### src/rtl/uart_rx.sv
// 8N1 UART receiver with a 2-FF input synchronizer and mid-bit sampling.
// Define UART_RX_PARITY_EN to receive 8E1 frames and flag parity mismatches.
module uart_rx #(
    parameter int clk_freq = 12000000,
    parameter int baud     = 115200
) (
    input  logic       clk,
    input  logic       rst,
    input  logic       rx,
    output logic [7:0] data,
    output logic       valid,
    output logic       frame_err,
    output logic       parity_err,
    output logic       busy
);
    localparam int DIV  = clk_freq / baud;
    localparam int HALF = DIV >> 1;
    localparam int CW   = $clog2(DIV);
    localparam logic [CW-1:0] LIM_HALF = CW'(HALF - 1);
    localparam logic [CW-1:0] LIM_FULL = CW'(DIV - 1);

    typedef enum logic [2:0] {
        IDLE  = 3'd0,
        START = 3'd1,
        DATA  = 3'd2,
        STOP  = 3'd3,
        BRK   = 3'd4
`ifdef UART_RX_PARITY_EN
        , PAR = 3'd5
`endif
    } state_t;

    state_t          state, nxt;
    logic            sync1, rx_s;
    logic [CW-1:0]   cnt;
    logic [2:0]      bit_idx;
    logic [7:0]      shift;
    logic            tick, pe_now;
    logic            set_v, set_fe, set_pe;

`ifdef UART_RX_PARITY_EN
    logic            par_bit;
    assign pe_now = par_bit != (^shift);
`else
    assign pe_now = 1'b0;
`endif

    always_ff @(posedge clk or posedge rst) begin
        if (rst) begin
            sync1 <= 1'b1;
            rx_s  <= 1'b1;
        end else begin
            sync1 <= rx;
            rx_s  <= sync1;
        end
    end

    // Sampling only happens in timed states; IDLE and BRK keep the counter at 0.
    assign tick = (state != IDLE) && (state != BRK) &&
                  (cnt == ((state == START) ? LIM_HALF : LIM_FULL));

    assign busy = (state != IDLE);

    always_ff @(posedge clk or posedge rst) begin
        if (rst) state <= IDLE;
        else     state <= nxt;
    end

    always_comb begin
        nxt    = state;
        set_v  = 1'b0;
        set_fe = 1'b0;
        set_pe = 1'b0;
        case (state)
            IDLE:  if (!rx_s) nxt = START;
            START: if (tick) nxt = rx_s ? IDLE : DATA;
            DATA: begin
                if (tick && bit_idx == 3'd7) begin
`ifdef UART_RX_PARITY_EN
                    nxt = PAR;
`else
                    nxt = STOP;
`endif
                end
            end
`ifdef UART_RX_PARITY_EN
            PAR:   if (tick) nxt = STOP;
`endif
            STOP: begin
                if (tick) begin
                    // A low stop bit wins over any parity verdict.
                    if (!rx_s) begin
                        set_fe = 1'b1;
                        nxt    = BRK;
                    end else if (pe_now) begin
                        set_pe = 1'b1;
                        nxt    = IDLE;
                    end else begin
                        set_v  = 1'b1;
                        nxt    = IDLE;
                    end
                end
            end
            BRK:   if (rx_s) nxt = IDLE;
            default: nxt = IDLE;
        endcase
    end

    always_ff @(posedge clk or posedge rst) begin
        if (rst) begin
            cnt        <= '0;
            bit_idx    <= 3'd0;
            shift      <= 8'h00;
            data       <= 8'h00;
            valid      <= 1'b0;
            frame_err  <= 1'b0;
            parity_err <= 1'b0;
`ifdef UART_RX_PARITY_EN
            par_bit    <= 1'b0;
`endif
        end else begin
            if (tick || nxt != state || state == IDLE || state == BRK) cnt <= '0;
            else                                                      cnt <= cnt + 1'b1;
            if (state == START) bit_idx <= 3'd0;
            if (state == DATA && tick) begin
                shift   <= {rx_s, shift[7:1]};
                bit_idx <= bit_idx + 3'd1;
            end
`ifdef UART_RX_PARITY_EN
            if (state == PAR && tick) par_bit <= rx_s;
`endif
            if (set_v) data <= shift;
            valid      <= set_v;
            frame_err  <= set_fe;
            parity_err <= set_pe;
        end
    end
endmodule

### config.mk
export PLATFORM = sky130hd
export DESIGN_NAME = uart_rx
export DESIGN_NICKNAME = d
export VERILOG_FILES = /design/src/rtl/uart_rx.sv
export SDC_FILE = /design/constraint.sdc
export NUM_CORES = 1
export LEC_CHECK = 0
export ABC_AREA = 1
export ABC_CLOCK_PERIOD_IN_PS = 1540
export BUFFER_PORTS_ARGS = -buffer_cell sky130_fd_sc_hd__buf_2
export CORE_AREA = 2 2 40 78
export DETAILED_ROUTE_END_ITERATION = 7
export DIE_AREA = 0 0 42 80
export PLACE_DENSITY_LB_ADDON = 0.08
export SETUP_SLACK_MARGIN = 0.3
export SLEW_MARGIN = 25
export SYNTH_ARGS = -nofsm -noshare
export SYNTH_HDL_FRONTEND = slang
export SYNTH_SLANG_ARGS = --single-unit
### constraint.sdc
create_clock -name clk -period 1.54 [get_ports clk]
set_input_delay 0.077 -clock clk [delete_from_list [all_inputs] [get_ports clk]]
set_output_delay 0.077 -clock clk [all_outputs]
set_load 0.05 [all_outputs]
==> metrics.txt <==
Sequential cell area 832 um^2; initial core utilization 54.0%; number of storage elements in the synthesis netlist 33; peak supply drop 0.638 mV; first-pass iteration count of the detailed router 4; Die Ht 80 um; Critical Path Fanout Max 4; chip width 42 um; Post-Layout Inst Area 0.00208 mm^2; core region area 0.00274 mm^2; Final Util 75.9%; NumNets Final 217; largest net degree at the start of global routing 34; count of pins on the block boundary 15; row count 27; initial antenna violation count 0; Non-Filler Instances 241; standby leakage power 0.00107 uW; most common cell in the synthesized netlist nand2_1; synthesized instance count 165; wire length of the first global-routing pass 5.78 mm; remaining antenna violation count after routing 0; setup repair after global routing missed its margin yes; area after detailed placement 0.00161 mm^2; count of distinct cell types in the synthesized netlist 23; endpoint class of the critical path output port; WS Path Type reg -> out; vias in the first global route 1333; per-cell via count in the routed design 5.20; number of fillers in the final layout 188; Syn. warnings 0; slowest library cell on the worst path dfrtp_2; overall power after layout 1520 uW; Detail Placement HPWL 2.04 mm; final critical path time including I/O delays and setup 1.43 ns; clock slew at the register clock pins of the worst setup and hold paths 0.07 ns; GRT overflow 0; Mapped Area 0.00148 mm^2; placed cell count 209; category of the worst setup path launch point flop; Routed Wire Length 3.51 mm; max cap viols 0; Overall Global Routing Usage 23.6%; CTS buffer count 5; clock tree from TritonCTS built; area taken by multi-input logic gates 742 um^2; Final Max Slew Viols 0; CTS Sinks 33; H-tree depth 2; cell types with the highest counts after synthesis nand2_1 (54), dfrtp_1 (31), nor2_1 (20); clock insertion delay at the later pin of the skew report 0.29 ns; share of synthesized flip-flops with an asynchronous set or reset 100%; most area-hungry cell type in the Yosys netlist dfrtp_1; cell-by-cell listing of the critical path buf_4, nor2_4, nand2_1, buf_6; final hold violation count 0; total of buffers placed on input and output ports 13; WL per Instance 14.6 um; count of inserted antenna diode cells 0; via total after detailed routing 1254; result of the run finished, final reports clean; P per Cell Area 734 mW/mm^2; area share of the leading cell type in the synthesized netlist 52.5%; upper clock frequency limit 700 MHz; post-route DRC violation count 0; relative area change from synthesis to final layout 40.4%; worst stage delay on the critical path 0.45 ns; portion of the post-synthesis area used by sequential elements 56.0%; ranking of synthesized cells by area dfrtp_1 (52%), nand2_1 (14%), nor2_1 (5.1%); critical path data required time 1.46 ns; share of layout cells above drive strength 1 45.3%; Layout Skew 0.00650 ns; Clock Tree Root clkbuf_8; Total Die Area 0.00336 mm^2; mean post-synth cell area 8.96 um^2; number of enable-type register cells in the synthesized netlist 0; share of the clock period used by the worst path after layout 92.8%; final-report setup violation count 0; weighted congestion reported at the end of routability-driven placement 0.868; Primary FF master, synth dfrtp_1; path class of the lowest-slack min-delay path reg -> reg; number of violations reported at the end of detailed-routing iteration 0 20; number of buffers between clock root and the deepest sink 2; final setup TNS 0 ns; critical path data arrival time 1.35 ns; Syn Nets 171
## timing repair
action | 4_1_cts | 5_1_grt
endpoints found under the setup margin | 32 | 32
resized for setup | 24 | 30
buffers inserted | 14 | 5
cloned | 3 | 0
pin swaps | 10 | 11
hold buffers | 2 | 0
hold endpoints to repair | 32 | 0
## cell families after synthesis
| kind of cell | after synthesis | share of synthesized area, % |
|---|---|---|
| AO/OA/AOI/OAI | 5 | 1.69 |
| XOR/XNOR | 5 | 2.96 |
| adder cells (fa/ha/maj) | 3 | 2.54 |
| buffers and inverters | 17 | 5.75 |
| flip-flops | 33 | 56.0 |
| other | 1 | 0.254 |
| AND/OR/NAND/NOR | 101 | 30.8 |
## per-stage QoR
step                      hold WS (ns)  worst slack [ns]
final                            0.356             0.111
after global routing             0.359           0.00373
after CTS                        0.358             0.164
after detailed placement         0.183           0.00969
after global placement           0.174            0.0499
after floorplan                 0.0815             0.209
## report_power, final
| group | internal (uW) | switching, uW | total (uW) |
|---|---|---|---|
| combinational | 7.49 | 25.7 | 33.2 |
| clock | 312 | 304 | 616 |
| sequential | 872 | 1.74 | 874 |
| total | 1190 | 332 | 1520 |
## cell type report
type                       count  share of cell area, %
tap                           29                   1.75
sequential                    33                   40.1
timing repair inverter         1                  0.542
clock buffer                   6                   3.50
clock inverter                 2                  0.482
multi-input combinational    117                   35.7
inverter                      13                   2.89
timing repair buffer          40                   15.0
## final timing paths
check,from,end,slack [ns],depth (start not counted)
worst max-delay path,state[0]$_DFF_PP0_,busy,0.11,4
worst min-delay path,sync1$_DFF_PP1_,rx_s$_DFF_PP1_,0.36,0
worst max register to register,state[1]$_DFF_PP0_,state[1]$_DFF_PP0_,0.12,8
worst min register to register,sync1$_DFF_PP1_,rx_s$_DFF_PP1_,0.36,0
max in group asynchronous,rst,sync1$_DFF_PP1_,0.80,4
min in group asynchronous,rst,bit_idx[0]$_DFFE_PP0P_,0.40,4
## critical path, delay by kind of cell, from the launching register on
family / cells / cell delay [ns]
buf+inv: 2 / 0.33
simple gates: 2 / 0.27
flops: 1 / 0.45
## routing by layer
metal	GRT usage (%)	part of all wire [%]	vias up
met5	0	0	-
met4	13.2	2.3	0
met3	5.88	2.7	7
met2	46.3	60	19
met1	20.3	34	614
li1	-	-	614
## sequential cells by signal, indices dropped and copies added (netlist names)
signal	cells
sync1	1
state	3
cnt	7
rx_s	1
data	8
frame_err	1
shift	8
bit_idx	3
valid	1
## placed cells by master (no fill, tap or decap), types with 5 or more instances in the layout
cell type	Yosys	layout
nand2_2	1	14
nor2_4	2	6
dfrtp_1	31	28
buf_4	1	21
buf_2	1	12
nand3_2	2	6
clkbuf_8	0	5
nand4_1	10	10
nand2_1	54	41
inv_2	1	5
nor2_1	20	13
inv_1	11	6
(Power assumes the default switching activity.)
